--- config.mk ---
export PLATFORM = sky130hd
export DESIGN_NAME = run_level_scan_flat
export DESIGN_NICKNAME = d
export VERILOG_FILES = /design/src/rtl/run_level_scan_pkg.sv /design/src/rtl/run_level_scan_if.sv /design/src/rtl/run_level_scan_scan_rom.sv /design/src/rtl/run_level_scan.sv /design/src/flat_wrapper.sv
export SDC_FILE = /design/constraint.sdc
export NUM_CORES = 1
export LEC_CHECK = 0
export BUFFER_PORTS_ARGS = -buffer_cell sky130_fd_sc_hd__clkbuf_2
export CAP_MARGIN = 40
export CORE_UTILIZATION = 24
export CTS_CLUSTER_DIAMETER = 60
export DETAILED_ROUTE_END_ITERATION = 7
export HOLD_SLACK_MARGIN = 0.03
export SLEW_MARGIN = 0
export SYNTH_ARGS = -nofsm -noshare
export SYNTH_HDL_FRONTEND = slang
export SYNTH_SLANG_ARGS = --single-unit
--- constraint.sdc ---
create_clock -name clk -period 3.8 [get_ports clk]
set_input_delay 0.19 -clock clk [delete_from_list [all_inputs] [get_ports clk]]
set_output_delay 0.19 -clock clk [all_outputs]
set_load 0.05 [all_outputs]
--- src/rtl/run_level_scan_pkg.sv ---
// Shared types, widths and MPEG-2 coefficient scan tables for the run/level scanner.
package run_level_scan_pkg;

    localparam int unsigned ADDR_W  = 6;
    localparam int unsigned LEVEL_W = 8;
    localparam int unsigned RUN_W   = 6;
    localparam int unsigned POS_W   = 7;
    localparam int unsigned MAX_IDX = 63;

    typedef enum logic [1:0] {
        ST_FILL  = 2'd0,
        ST_START = 2'd1,
        ST_BUSY  = 2'd2
    } state_e;

    // Scan index -> raster address
    localparam logic [ADDR_W-1:0] ZIGZAG [64] = '{
        6'd0,  6'd1,  6'd8,  6'd16, 6'd9,  6'd2,  6'd3,  6'd10,
        6'd17, 6'd24, 6'd32, 6'd25, 6'd18, 6'd11, 6'd4,  6'd5,
        6'd12, 6'd19, 6'd26, 6'd33, 6'd40, 6'd48, 6'd41, 6'd34,
        6'd27, 6'd20, 6'd13, 6'd6,  6'd7,  6'd14, 6'd21, 6'd28,
        6'd35, 6'd42, 6'd49, 6'd56, 6'd57, 6'd50, 6'd43, 6'd36,
        6'd29, 6'd22, 6'd15, 6'd23, 6'd30, 6'd37, 6'd44, 6'd51,
        6'd58, 6'd59, 6'd52, 6'd45, 6'd38, 6'd31, 6'd39, 6'd46,
        6'd53, 6'd60, 6'd61, 6'd54, 6'd47, 6'd55, 6'd62, 6'd63
    };

    localparam logic [ADDR_W-1:0] ALTERNATE [64] = '{
        6'd0,  6'd8,  6'd16, 6'd24, 6'd1,  6'd9,  6'd2,  6'd10,
        6'd17, 6'd25, 6'd32, 6'd40, 6'd48, 6'd56, 6'd57, 6'd49,
        6'd41, 6'd33, 6'd26, 6'd18, 6'd3,  6'd11, 6'd4,  6'd12,
        6'd19, 6'd27, 6'd34, 6'd42, 6'd50, 6'd58, 6'd35, 6'd43,
        6'd51, 6'd59, 6'd20, 6'd28, 6'd5,  6'd13, 6'd6,  6'd14,
        6'd21, 6'd29, 6'd36, 6'd44, 6'd52, 6'd60, 6'd37, 6'd45,
        6'd53, 6'd61, 6'd22, 6'd30, 6'd7,  6'd15, 6'd23, 6'd31,
        6'd38, 6'd46, 6'd54, 6'd62, 6'd39, 6'd47, 6'd55, 6'd63
    };

endpackage

--- src/rtl/run_level_scan_if.sv ---
// Token input, idct2d coefficient/control side and status of the run/level scanner.
interface run_level_scan_if;
    import run_level_scan_pkg::*;

    logic                rl_valid;
    logic                rl_ready;
    logic [RUN_W-1:0]    rl_run;
    logic [LEVEL_W-1:0]  rl_level;
    logic                rl_eob;
    logic                alt_scan;
    logic [ADDR_W-1:0]   iaddr;
    logic [LEVEL_W-1:0]  idata;
    logic                iwren;
    logic                idct_en;
    logic                idct_rdy;
    logic                blk_done;
    logic                err;

    modport master (
        output rl_valid, rl_run, rl_level, rl_eob, alt_scan, idct_rdy,
        input  rl_ready, iaddr, idata, iwren, idct_en, blk_done, err
    );

    modport slave (
        input  rl_valid, rl_run, rl_level, rl_eob, alt_scan, idct_rdy,
        output rl_ready, iaddr, idata, iwren, idct_en, blk_done, err
    );

endinterface

--- src/rtl/run_level_scan_scan_rom.sv ---
// Combinational scan-index to raster-address lookup, zigzag or alternate.
module scan_rom
    import run_level_scan_pkg::*;
(
    input  logic [ADDR_W-1:0] idx_i,
    input  logic              alt_i,
    output logic [ADDR_W-1:0] raster_c_o
);

    always_comb begin
        raster_c_o = ZIGZAG[idx_i];
        if (alt_i) begin
            raster_c_o = ALTERNATE[idx_i];
        end
    end

endmodule

--- src/rtl/run_level_scan.sv ---
// Expands run/level/EOB tokens into raster-ordered coefficient writes and
// sequences one idct2d start/finish handshake per block.
module run_level_scan
    import run_level_scan_pkg::*;
(
    input  logic              clk,
    input  logic              reset,
    run_level_scan_if.slave   bus
);

    state_e               state_q;
    logic [POS_W-1:0]     pos_q;
    logic                 alt_q;
    logic                 ovf_q;
    logic                 rl_ready_q;
    logic                 iwren_q;
    logic [ADDR_W-1:0]    iaddr_q;
    logic [LEVEL_W-1:0]   idata_q;
    logic                 idct_en_q;
    logic                 blk_done_q;
    logic                 err_q;

    logic                 accept_c;
    logic                 sel_c;
    logic                 overflow_c;
    logic [POS_W-1:0]     target_c;
    logic [ADDR_W-1:0]    raster_c;

    assign accept_c   = bus.rl_valid && rl_ready_q && (state_q == ST_FILL);
    // First token of a block uses the live scan select; later tokens the latched one.
    assign sel_c      = (pos_q == '0) ? bus.alt_scan : alt_q;
    assign target_c   = pos_q + POS_W'(bus.rl_run);
    assign overflow_c = ovf_q || (target_c > POS_W'(MAX_IDX));

    scan_rom u_scan_rom (
        .idx_i      (target_c[ADDR_W-1:0]),
        .alt_i      (sel_c),
        .raster_c_o (raster_c)
    );

    always_ff @(posedge clk or posedge reset) begin
        if (reset) begin
            state_q    <= ST_FILL;
            pos_q      <= '0;
            alt_q      <= 1'b0;
            ovf_q      <= 1'b0;
            rl_ready_q <= 1'b0;
            iwren_q    <= 1'b0;
            iaddr_q    <= '0;
            idata_q    <= '0;
            idct_en_q  <= 1'b0;
            blk_done_q <= 1'b0;
            err_q      <= 1'b0;
        end else begin
            iwren_q    <= 1'b0;
            blk_done_q <= 1'b0;
            unique case (state_q)
                ST_FILL: begin
                    rl_ready_q <= bus.idct_rdy;
                    if (accept_c) begin
                        if (pos_q == '0) begin
                            alt_q <= bus.alt_scan;
                        end
                        if (bus.rl_eob) begin
                            pos_q      <= '0;
                            ovf_q      <= 1'b0;
                            rl_ready_q <= 1'b0;
                            idct_en_q  <= 1'b1;
                            state_q    <= ST_START;
                        end else if (overflow_c) begin
                            // Swallow the rest of the block without writing.
                            ovf_q <= 1'b1;
                            err_q <= 1'b1;
                        end else begin
                            iwren_q <= 1'b1;
                            iaddr_q <= raster_c;
                            idata_q <= bus.rl_level;
                            pos_q   <= target_c + POS_W'(1);
                        end
                    end
                end
                ST_START: begin
                    rl_ready_q <= 1'b0;
                    if (!bus.idct_rdy) begin
                        idct_en_q <= 1'b0;
                        state_q   <= ST_BUSY;
                    end
                end
                ST_BUSY: begin
                    rl_ready_q <= 1'b0;
                    if (bus.idct_rdy) begin
                        blk_done_q <= 1'b1;
                        rl_ready_q <= 1'b1;
                        state_q    <= ST_FILL;
                    end
                end
                default: begin
                    rl_ready_q <= 1'b0;
                    state_q    <= ST_FILL;
                end
            endcase
        end
    end

    assign bus.rl_ready = rl_ready_q;
    assign bus.iwren    = iwren_q;
    assign bus.iaddr    = iaddr_q;
    assign bus.idata    = idata_q;
    assign bus.idct_en  = idct_en_q;
    assign bus.blk_done = blk_done_q;
    assign bus.err      = err_q;

endmodule

--- src/flat_wrapper.sv ---
// flat-port wrapper written by rule: the top's interface ports become plain ports
module run_level_scan_flat import run_level_scan_pkg::*;
  (clk, reset, bus_rl_valid, bus_rl_run, bus_rl_level, bus_rl_eob, bus_alt_scan, bus_idct_rdy, bus_rl_ready, bus_iaddr, bus_idata, bus_iwren, bus_idct_en, bus_blk_done, bus_err);
  run_level_scan_if bus_i ();
  input  logic clk;
  input  logic reset;
  input wire logic [$bits(bus_i.rl_valid)-1:0] bus_rl_valid;
  input wire logic [$bits(bus_i.rl_run)-1:0] bus_rl_run;
  input wire logic [$bits(bus_i.rl_level)-1:0] bus_rl_level;
  input wire logic [$bits(bus_i.rl_eob)-1:0] bus_rl_eob;
  input wire logic [$bits(bus_i.alt_scan)-1:0] bus_alt_scan;
  input wire logic [$bits(bus_i.idct_rdy)-1:0] bus_idct_rdy;
  output wire logic [$bits(bus_i.rl_ready)-1:0] bus_rl_ready;
  output wire logic [$bits(bus_i.iaddr)-1:0] bus_iaddr;
  output wire logic [$bits(bus_i.idata)-1:0] bus_idata;
  output wire logic [$bits(bus_i.iwren)-1:0] bus_iwren;
  output wire logic [$bits(bus_i.idct_en)-1:0] bus_idct_en;
  output wire logic [$bits(bus_i.blk_done)-1:0] bus_blk_done;
  output wire logic [$bits(bus_i.err)-1:0] bus_err;
  assign bus_i.rl_valid = bus_rl_valid;
  assign bus_i.rl_run = bus_rl_run;
  assign bus_i.rl_level = bus_rl_level;
  assign bus_i.rl_eob = bus_rl_eob;
  assign bus_i.alt_scan = bus_alt_scan;
  assign bus_i.idct_rdy = bus_idct_rdy;
  assign bus_rl_ready = bus_i.rl_ready;
  assign bus_iaddr = bus_i.iaddr;
  assign bus_idata = bus_i.idata;
  assign bus_iwren = bus_i.iwren;
  assign bus_idct_en = bus_i.idct_en;
  assign bus_blk_done = bus_i.blk_done;
  assign bus_err = bus_i.err;
  run_level_scan u_core (.clk(clk), .reset(reset), .bus(bus_i));
endmodule
# Word-level counts from Yosys, hierarchy flattened
# Memory sizes are Yosys's and may differ from the RTL's.
# Index checks and enable logic that the tools add are counted.
# Widths: inputs -> output; s select.
dict set report op_classes {
  bitwise_logic 3
  addsub 2
  muxes 28
  eq_ne 7
  reduce_logical 14
  order_cmp 2
}
# cell count
set op_table {}
lappend op_table {{$mux 6} 5}
lappend op_table {{$reduce_and 4->1} 4}
lappend op_table {{$mux 1} 14}
lappend op_table {{$mux 7} 2}
lappend op_table {{$mux 2} 4}
lappend op_table {{$ne 2x2->1 const B} 4}
lappend op_table {{$add 7x1->7 const B} 1}
lappend op_table {{$add 7x6->7} 1}
lappend op_table {{$ge 7x7->1 const B} 1}
lappend op_table {{$gt 7x6->1 const B} 1}
lappend op_table {{$logic_not 7->1} 1}
lappend op_table {{$not 6->7} 1}
lappend op_table {{$pmux 2 s3} 1}
lappend op_table {{$reduce_and 3->1} 2}
lappend op_table {{$pmux 1 s2} 2}
lappend op_table {{$reduce_bool 2->1} 2}
lappend op_table {{$eq 2x1->1 const B} 1}
lappend op_table {{$eq 2x2->1 const B} 1}
lappend op_table {{$logic_and 1x1->1} 2}
lappend op_table {{$logic_not 2->1} 1}
lappend op_table {{$ne 2x1->1 const B} 1}
lappend op_table {{$not 1->1} 2}
lappend op_table {{$reduce_and 2->1} 1}
lappend op_table {{$logic_or 1x1->1} 1}
dict set report word_totals {
  mem_count 2
  output_inout_bits 19
  ff_bits 30
  in_bits 20
  romBits 768
}
# name words width rd rd_clocked_by_memory_dff wr line
set memory_table {}
lappend memory_table {{(no name shown)} 64 6 1 0 0 run_level_scan_scan_rom.sv:13} ;# raster_c_o = ALTERNATE[idx_i];
lappend memory_table {{(no name shown)} 64 6 1 0 0 run_level_scan_scan_rom.sv:11} ;# raster_c_o = ZIGZAG[idx_i];

# Longest topological paths before layout
# Gate-level depths: netlist of the first run.
dict set report logic_depth {
  depth_word 7
  mapped_depth 13
  ltp_nobuf 10
}

# Hierarchy
# Synthesis of the first run repeated with hierarchy kept, for this count alone.
dict set report hier_totals {
  cells_unflattened 289
  area_unflattened_um2 2777.7
}
# mod cells_per_inst area_per_inst_um2 instances
set modules_own_cells {}
lappend modules_own_cells {run_level_scan 132 1691.6 1}
lappend modules_own_cells {scan_rom 157 1086.0 1}

# Worst setup path before layout of the first run
# Ideal clock, no wire load.
dict set report synth_timing {
  path_kind {register -> register}
  startpoint {register u_core.pos_q[0]}
  endpoint {register u_core.iaddr_q[2], in the netlist u_core.bus.iaddr[2]}
  slack_ns 0.640
  n_path_buf 3
  path_stages_with_launch 14
  t_arrival_ns 3.020
  synth_period_minus_slack_ns 3.160
  path_cell_list {dfrtp_1 > ha_1 > fa_1 > xor2_1 > buf_2 > buf_2 > ha_1 > nand2_1 > nand4b_1 > o31ai_4 > inv_2 > buf_6 > o2111ai_1 > o221ai_1}
}
dict set report synth_between {
  elab_chain_cells 6
  elab_cells_between_ends 15
}
# item line
set synth_rtl {}
lappend synth_rtl {{start, declared} run_level_scan.sv:12} ;# logic [POS_W-1:0] pos_q;
lappend synth_rtl {{start signal, assigned} run_level_scan.sv:78} ;# pos_q <= target_c + POS_W'(1);
lappend synth_rtl {{$add 7x6->7} run_level_scan.sv:32} ;# assign target_c = pos_q + POS_W'(bus.rl_run);
lappend synth_rtl {{$not 6->7 (implied by the code)} {run_level_scan_scan_rom.sv:11, run_level_scan_scan_rom.sv:13}}
lappend synth_rtl {{$mem_v2 64x6 (on tied branches)} -}
lappend synth_rtl {{$mux 6 (on tied branches) (2 in series)} {run_level_scan_scan_rom.sv:11, run_level_scan_scan_rom.sv:13}}
lappend synth_rtl {{$mux 6} run_level_scan_scan_rom.sv:12} ;# if (alt_i) begin
lappend synth_rtl {{end signal, assigned} run_level_scan.sv:76} ;# iaddr_q <= raster_c;
lappend synth_rtl {{end, declared} run_level_scan.sv:17} ;# logic [ADDR_W-1:0] iaddr_q;
# Parallel ways exist; a longest one is shown, timed or not. The select of a mux whose other input is x is not followed.
# A chain may end at the register's enable or synchronous reset.

# Worst setup path after layout of the first run
dict set report layout_timing {
  startpoint {register u_core.pos_q[0]}
  endpoint {register u_core.iaddr_q[3], in the netlist u_core.bus.iaddr[3]}
}
# Same word-level chain as after synthesis.

==> impl_metrics.csv, run 1 <==
group,metric,value,unit
run_status,outcome,"complete, no violations",
final_layout,synthToLayoutAreaGrowth,16.16,%
setup_path,worstPathMaxFanout,11,
placed_design,io_buffers,38,
synth,syn_nets,363,
timing,min_period,3.166,ns
global_route,antenna_found_initial,0,
global_route,grt_use_total,13.43,%
floorplan,die_x,107.8,microns
routing,routed_wl,7.753,mm
floorplan,top_level_ports,39,
timing,final_max_slew_viol_count,0,
timing,fin_setup_tns,0,ns
clock_tree,cts_made_buffers,5,
routing,drt_iter0_markers,325,
clock_tree,cts.clk_slew.worst_paths,0.07,ns
floorplan,die_h,107.8,microns
timing,rsz0062_at_grt,"false",
clock_tree,cts-root-buf,"clkbuf_8",
setup_path,critPathArrivalTime,3.30,ns
timing,tightest_slew,0.6896,ns
routing,drc,0,
final_layout,n_antenna_cell,0,
timing,hold_violations,0,
global_route,grt_pass1_wl,12.32,mm
synth,ys_types,66,
timing,max_freq,0.3158,GHz
synth,yosys.area.top_type,"dfrtp_1",
clock_tree,cts_tree,"done",
routing,viasPerCell,5.292,
clock_tree,cts_sinks,30,
synth,yosysMostFrequentCell,"nand2_1",
timing,slew-limit-headroom,52.84,%
timing,fin_crit_sh,83.32,%
floorplan,start_util,24.67,%
routing,vias,2630,
synth,async_flop_share,100.0,%
synth,synth_edf_count,0,
synth,synthCells,320,
timing,report.final.setup_viol,0,
setup_path,critPathCaptureType,"flip-flop",
routing,postRouteAntennaNets,0,
setup_path,crit_required,3.94,ns
synth,ys_ff_latch,30,
clock_tree,clock_latency,0.27,ns
synth,yosys_warnings,0,
floorplan,design.die.area,11620,sq um
floorplan,placementRows,38,
routing,drt_pre_antenna_iters,6,
synth,syn-cell-area,2686,sq um
final_layout,nNetsFinal,399,
run,drv_cap,0,
synth,synthFlopType,"dfrtp_1",
clock_tree,cts_buffer_depth,2,
setup_path,critPathKind,"flip-flop to flip-flop",
hold_path,hold_class,"input pin to flip-flop",
global_route,overflow,0,
global_route,grt_start_max_net_pins,31,
routing,wl_per_cell,15.60,microns
final_layout,drive_above_1_share,20.17,%
setup_path,cp-start-kind,"flip-flop",
placed_design,hpwl,5.589,mm
final_layout,num-fill-cells,1153,
synth,yosys-top-cells-count,"50 x nand2_1, 30 x dfrtp_1, 23 x o21ai_0",
synth,avgSynthCellArea,8.395,sq um
synth,ys_seq_area_share,27.95,%
floorplan,core-area,10890,sq um
placed_design,gp_congestion,0.9225,
synth,yosys.area.top_type_share,27.95,%
timing,fin_skew,0.005128,ns
clock_tree,htreeDepth,2,
synth,synthTopCellsByArea,"dfrtp_1 28%, ha_1 10%, nand2_1 7.0%",
global_route,grt_pass1_vias,2410,
[placed cells by master (no fill, tap or decap), drive strengths merged, types with 9 or more instances in the layout]
| cell type | Yosys | final |
|---|---|---|
| o21ai | 25 | 25 |
| ha | 22 | 22 |
| o211ai | 9 | 9 |
| dfrtp | 30 | 30 |
| buf | 14 | 10 |
| inv | 14 | 14 |
| clkbuf | 6 | 45 |
| a21oi | 21 | 21 |
| nand2 | 51 | 51 |
| nor2 | 22 | 22 |
[kinds of logic (layout without fill, tap and decap cells)]
group           Yosys count  count (layout)  synth area share [%]
fa+ha+maj                23              23                 10.99
buf+inv                  34              71                 5.962
xor+xnor                  8               8                 2.608
flops                    30              30                 27.95
mux                       8               8                 3.586
simple gates            103             103                 17.47
compound gates          114             114                 31.44
[path summary, 6_finish.rpt]
kind / depth (start not counted) / slack [ns] / end / from
max in group asynchronous: 4 / 3.00 / u_core.bus.iaddr[5]$_DFFE_PP0P_ / reset
max: 8 / 0.63 / u_core.bus.iaddr[3]$_DFFE_PP0P_ / u_core.pos_q[0]$_DFFE_PP0P_
min reg2reg: 1 / 0.47 / u_core.bus.err$_DFFE_PP0P_ / u_core.bus.err$_DFFE_PP0P_
max reg2reg: 8 / 0.63 / u_core.bus.iaddr[3]$_DFFE_PP0P_ / u_core.pos_q[0]$_DFFE_PP0P_
min: 3 / 0.10 / u_core.bus.idata[1]$_DFFE_PP0P_ / bus_rl_level[1]
min in group asynchronous: 4 / 0.52 / u_core.pos_q[4]$_DFFE_PP0P_ / reset
[critical path, stage by stage (launching register included)]
cell and delay (ns):
dfrtp_1 0.41, ha_1 0.25, fa_1 0.83, inv_1 0.28, ha_1 0.29, mux2i_1 0.14, o31ai_1 0.08, a2111oi_0 0.58
o32ai_2 0.18
[state kept, by name (all words and copies together) (netlist names)]
signal               cells
u_core.ovf_q             1
u_core.state_q           2
u_core.alt_q             1
u_core.bus.iwren         1
u_core.bus.idct_en       1
u_core.bus.iaddr         6
u_core.bus.rl_ready      1
u_core.bus.blk_done      1
u_core.bus.err           1
u_core.pos_q             7
u_core.bus.idata         8
[area by class of cell]
class,instances,area (sq um),area share (%)
flip-flops and latches,30,750.7,24.06
repair buffers,49,275.3,8.821
clock inverters,1,5.005,0.1604
clock buffers,7,86.33,2.767
well taps,140,175.2,5.613
inverters,14,52.55,1.684
multi-input cells,256,1775,56.90
[what timing repair did]
action,4_1_cts,5_1_grt
gates resized for setup,0,0
hold buffers,1,0
buffers inserted,0,0
hold endpoints to repair,30,0
[through the flow]
stage / area (sq um) / hold slack (ns) / setup slack [ns] / util (%) / cells
5_1_grt: 3120 / 0.1064 / 0.4694 / 28.66 / 497
4_1_cts: 3120 / 0.09637 / 0.7040 / 28.66 / 497
3_5_place_dp: 3019 / 0.2801 / 0.7181 / 27.73 / 488
6_report: 3120 / 0.1008 / 0.6338 / 28.66 / 497
3_3_place_gp: 3019 / 0.2713 / 0.7116 / 27.73 / 488
2_1_floorplan: 2686 / 0.2564 / 0.6398 / - / 320
[layer usage]
metal / vias up / share of wire (%) / global-route usage [%]
met5: - / 0 / 0
met4: 0 / 1.7 / 3.718
met3: 20 / 6.7 / 2.845
met2: 122 / 45 / 20.42
met1: 1228 / 46 / 18.97
li1: 1260 / - / -
Power of run 1 is not shown: default switching activity piles up to over one toggle a cycle in this logic, so the estimate is an artifact.
==> run 2: changes to the inputs <==
clock period = 2.6 ns   (was 3.8 ns; I/O delays follow)
==> run 2 against run 1 <==
The flow now finishes with violations (negative setup slack). Count of clock-buffer cells in the layout down 1. Critical path depth rose by 2. Non-clock buffer count grew 80. Clock skew rose by 0.0054 ns. Design area grew 25%. Final cell count grew 16%. Global-route usage grew 3.0 points. Maximum frequency up 14%. Via count increased by 14%. Worst setup slack worse by 0.81 ns. Critical endpoint unchanged. Largest cell class unchanged.
==> impl_metrics.csv, run 2 (synthesized netlist as in run 1, its figures left out) <==
group,metric,value,unit
clock_tree,cts.clk_slew.worst_paths,0.07,ns
timing,final_max_slew_viol_count,0,
timing,min_period,2.774,ns
setup_path,cp-start-kind,"flip-flop",
timing,rsz0062_at_grt,"true",
placed_design,placed_area,3654,sq um
placed_design,io_buffers,38,
timing,worst_slack,-0.1735,ns
global_route,grt_start_max_net_pins,31,
final_layout,n_antenna_cell,0,
run_status,outcome,"finished with violations",
setup_path,critPathKind,"flip-flop to flip-flop",
routing,viasPerCell,5.201,
timing,max_freq,0.3606,GHz
timing,fin_skew,0.01053,ns
routing,drt_pre_antenna_iters,5,
floorplan,core-area,10890,sq um
routing,wl_per_cell,15.78,microns
placed_design,gp_congestion,0.9288,
setup_path,crit_required,2.80,ns
final_layout,num-fill-cells,1093,
routing,drc,0,
global_route,grt_pass1_vias,2971,
setup_path,critPathCaptureType,"flip-flop",
placed_design,hpwl,6.848,mm
timing,slew-limit-headroom,73.14,%
routing,postRouteAntennaNets,0,
clock_tree,cts_made_buffers,5,
run,drv_cap,0,
final_layout,synthToLayoutAreaGrowth,45.18,%
final_layout,final_util,35.82,%
timing,report.final.setup_viol,21,
floorplan,die_h,107.8,microns
setup_path,critPathArrivalTime,2.97,ns
floorplan,design.die.area,11620,sq um
routing,vias,2996,
final_layout,fin_area,3900,sq um
clock_tree,cts_tree,"done",
clock_tree,cts_buffer_depth,2,
routing,drt_iter0_markers,157,
clock_tree,htreeDepth,2,
floorplan,placementRows,38,
global_route,overflow,0,
final_layout,nNetsFinal,479,
routing,routed_wl,9.087,mm
global_route,antenna_found_initial,0,
global_route,grt_pass1_wl,14.95,mm
timing,hold_violations,0,
floorplan,start_util,24.67,%
clock_tree,clock_latency,0.29,ns
clock_tree,cts_sinks,30,
run_status,violations,"negative setup slack",
final_layout,final_cell_mix,"82 x buf_4, 49 x nand2_1, 38 x clkbuf_2, 30 x dfrtp_1, 23 x o21ai_0",
clock_tree,cts-root-buf,"clkbuf_8",
setup_path,worstPathMaxFanout,4,
timing,tightest_slew,0.3978,ns
floorplan,top_level_ports,39,
floorplan,die_x,107.8,microns
hold_path,hold_class,"input pin to flip-flop",
final_layout,drive_above_1_share,37.16,%
final_layout,largest_register_ff_count,8,
final_layout,layout_commonest_cell,"buf_4",
global_route,grt_use_total,16.43,%
timing,fin_crit_sh,106.7,%
-- run 2: repair_timing --
action,in CTS,in global routing
endpoints found under the setup margin,22,24
buffers inserted,2,1
hold buffers,6,0
resized for setup,7,6
hold endpoints to repair,35,0
pin swaps,5,0
-- run 2: per-stage QoR --
step | worst slack [ns] | setup TNS, ns | std cells | hold slack, ns
global placement | -0.1952 | -1.494 | 560 | 0.2151
detailed placement | -0.2585 | -2.427 | 560 | 0.2221
finish | -0.1735 | -2.133 | 576 | 0.03946
global route | -0.2753 | -4.799 | 576 | 0.05001
CTS | -0.1704 | -2.865 | 575 | 0.03128
floorplan | -0.2466 | -3.847 | 320 | 0.1964
-- run 2: area by class of cell --
type / instances / area (sq um) / share of cell area, %
Clock buffer: 6 / 82.58 / 2.117
Clock inverter: 1 / 30.03 / 0.7700
Inverter: 14 / 55.05 / 1.412
Multi-Input combinational cell: 256 / 1889 / 48.44
Sequential cell: 30 / 750.7 / 19.25
Tap cell: 140 / 175.2 / 4.491
Timing Repair Buffer: 129 / 917.1 / 23.52
-- run 2: critical path, stage by stage (launching register included) --
cell,delay (ns)
dfrtp_1,0.41
ha_4,0.18
fa_2,0.41
a211o_1,0.37
and2_4,0.18
o211ai_1,0.26
nor2_1,0.09
o311ai_2,0.28
buf_4,0.17
o311ai_4,0.09
o32ai_2,0.25
-- run 2: final timing paths --
path                                                 startpoint                               to  slack [ns]  cells past startpoint
worst min register to register  u_core.bus.idata[5]$_DFFE_PP0P_  u_core.bus.idata[5]$_DFFE_PP0P_        0.47                      2
min in group asynchronous                                 reset  u_core.bus.idata[2]$_DFFE_PP0P_        0.46                      4
max in group asynchronous                                 reset  u_core.bus.idata[3]$_DFFE_PP0P_        1.84                      4
worst max-delay path                u_core.pos_q[0]$_DFFE_PP0P_  u_core.bus.iaddr[3]$_DFFE_PP0P_       -0.17                     10
worst max register to register      u_core.pos_q[0]$_DFFE_PP0P_  u_core.bus.iaddr[3]$_DFFE_PP0P_       -0.17                     10
worst min-delay path                            bus_rl_level[5]  u_core.bus.idata[5]$_DFFE_PP0P_        0.04                      3
-- run 2: routing by layer --
layer / share of wire (%) / vias up / wire length (microns) / track usage, %
li1: - / 1416 / - / -
met5: 0 / - / 0 / 0
met4: 2.1 / 0 / 187 / 6.360
met3: 5.7 / 18 / 514 / 3.087
met1: 46 / 1448 / 4217 / 21.53
met2: 46 / 114 / 4168 / 26.51
Power of run 2 is left out for the same reason.
==> run 3: changes to the inputs <==
REMOVE_ABC_BUFFERS = 1   (was not set)
==> run 3 against run 2 <==
The flow still finishes with violations (negative setup slack). Core utilization up 0.57 points. Critical path depth down 1. Hold slack better by 0.0018 ns. Count of clock-buffer cells in the layout unchanged. Global-route usage down 0.79 points. First-iteration DRC count up 15%.
==> impl_metrics.csv, run 3 (synthesized netlist as in run 1, its figures left out) <==
group,metric,value,unit
floorplan,die_h,107.8,microns
final_layout,n_antenna_cell,0,
clock_tree,cts-root-buf,"clkbuf_8",
clock_tree,cts_tree,"done",
clock_tree,clock_latency,0.28,ns
timing,fin_setup_tns,-0.2405,ns
final_layout,synthToLayoutAreaGrowth,47.51,%
hold_path,hold_class,"input pin to flip-flop",
setup_path,cp-start-kind,"flip-flop",
run_status,outcome,"finished with violations",
timing,max_freq,0.3734,GHz
floorplan,placementRows,38,
final_layout,fin_area,3963,sq um
clock_tree,htreeDepth,2,
timing,min_period,2.678,ns
routing,wl_per_cell,15.25,microns
timing,fin_skew,0.006068,ns
floorplan,die_x,107.8,microns
routing,drt_iter0_markers,181,
run_status,violations,"negative setup slack",
routing,drt_pre_antenna_iters,4,
final_layout,final_cell_mix,"78 x buf_4, 48 x nand2_1, 38 x clkbuf_2, 30 x dfrtp_1, 21 x a21oi_1",
setup_path,critPathArrivalTime,2.83,ns
global_route,antenna_found_initial,0,
routing,drc,0,
timing,slew-limit-headroom,75.59,%
global_route,grt_use_total,15.64,%
setup_path,critPathCaptureType,"flip-flop",
clock_tree,cts.clk_slew.worst_paths,0.07,ns
timing,worst_slack,-0.07799,ns
placed_design,io_buffers,38,
timing,final_max_slew_viol_count,0,
routing,postRouteAntennaNets,0,
timing,fin_crit_sh,103.0,%
timing,hold_violations,0,
setup_path,worstPathMaxFanout,5,
final_layout,layout_commonest_cell,"buf_4",
floorplan,design.die.area,11620,sq um
floorplan,top_level_ports,39,
routing,vias,2874,
clock_tree,cts_sinks,30,
timing,tightest_slew,0.3604,ns
final_layout,nNetsFinal,477,
setup_path,critPathKind,"flip-flop to flip-flop",
global_route,grt_start_max_net_pins,31,
placed_design,gp_congestion,0.8989,
floorplan,core-area,10890,sq um
floorplan,start_util,24.67,%
final_layout,final_util,36.39,%
final_layout,largest_register_ff_count,8,
global_route,grt_pass1_wl,14.41,mm
clock_tree,cts_buffer_depth,2,
clock_tree,cts_made_buffers,5,
global_route,overflow,0,
routing,routed_wl,8.767,mm
global_route,grt_pass1_vias,2862,
timing,rsz0062_at_grt,"true",
final_layout,drive_above_1_share,41.38,%
routing,viasPerCell,4.998,
setup_path,crit_required,2.75,ns
placed_design,placed_area,3555,sq um
run,drv_cap,0,
timing,holdWs,0.04123,ns
timing,report.final.setup_viol,7,
final_layout,num-fill-cells,1095,
placed_design,hpwl,6.619,mm
run 3: cell count changes in the layout (fill, tap and decap cells not counted), moves of 4 or more:
cell / before / now
ha_1: 20 / 12
ha_4: 2 / 6
buf_4: 82 / 78
o21ai_1: 1 / 8
o21ai_0: 23 / 16
ha_2: 0 / 4
buf_6: 1 / 7
dlygate4sd3_1: 6 / 1
run 3: metrics by stage:
| step | setup WS (ns) | cells |
|---|---|---|
| 2_1_floorplan | -1.260 | 300 |
| 6_report | -0.07799 | 575 |
| 5_1_grt | -0.1928 | 575 |
| 4_1_cts | -0.08067 | 573 |
| 3_3_place_gp | -0.2718 | 556 |
| 3_5_place_dp | -0.3958 | 556 |
run 3: worst max-delay path, cell delays in order, from the launching register on:
cell and delay, ns:
dfrtp_1 0.40, ha_4 0.17, fa_2 0.67, inv_2 0.11, ha_1 0.24, mux2i_1 0.16, o31ai_1 0.12, a2111oi_2 0.42
buf_4 0.18, o32ai_2 0.08
run 3: routing by layer:
layer	wire, microns	track usage [%]	vias up
met5	0	0	-
met2	4122	25.27	65
met1	4177	21.32	1383
met4	77	2.838	0
li1	-	-	1418
met3	389	3.511	8
run 3: timing repair:
item	4_1_cts	5_1_grt
cloned	1	0
pin swaps	10	10
gates resized for setup	33	23
endpoints found under the hold margin	30	0
setup endpoints to repair	24	24
hold buffers	1	0
setup buffers	7	3
run 3: cell type report:
cell class	instances	area [sq um]	area share, %
clock buffer	6	82.58	2.084
inverter	14	55.05	1.389
timing repair buffer	126	904.6	22.83
sequential	30	750.7	18.95
multi-input combinational	257	1982	50.02
clock inverter	2	12.51	0.3158
tap	140	175.2	4.421
run 3: path summary, 6_finish.rpt:
kind,from,end,slack [ns],depth (start not counted)
setup / recovery,u_core.pos_q[0]$_DFFE_PP0P_,u_core.bus.iaddr[3]$_DFFE_PP0P_,-0.08,9
max in group asynchronous,reset,u_core.bus.idct_en$_DFFE_PP0P_,1.87,4
hold / removal,bus_rl_level[7],u_core.bus.idata[7]$_DFFE_PP0P_,0.04,3
min in group asynchronous,reset,u_core.pos_q[1]$_DFFE_PP0P_,0.45,4
setup reg to reg,u_core.pos_q[0]$_DFFE_PP0P_,u_core.bus.iaddr[3]$_DFFE_PP0P_,-0.08,9
hold reg to reg,u_core.bus.err$_DFFE_PP0P_,u_core.bus.err$_DFFE_PP0P_,0.47,1
Power of run 3 is left out for the same reason.
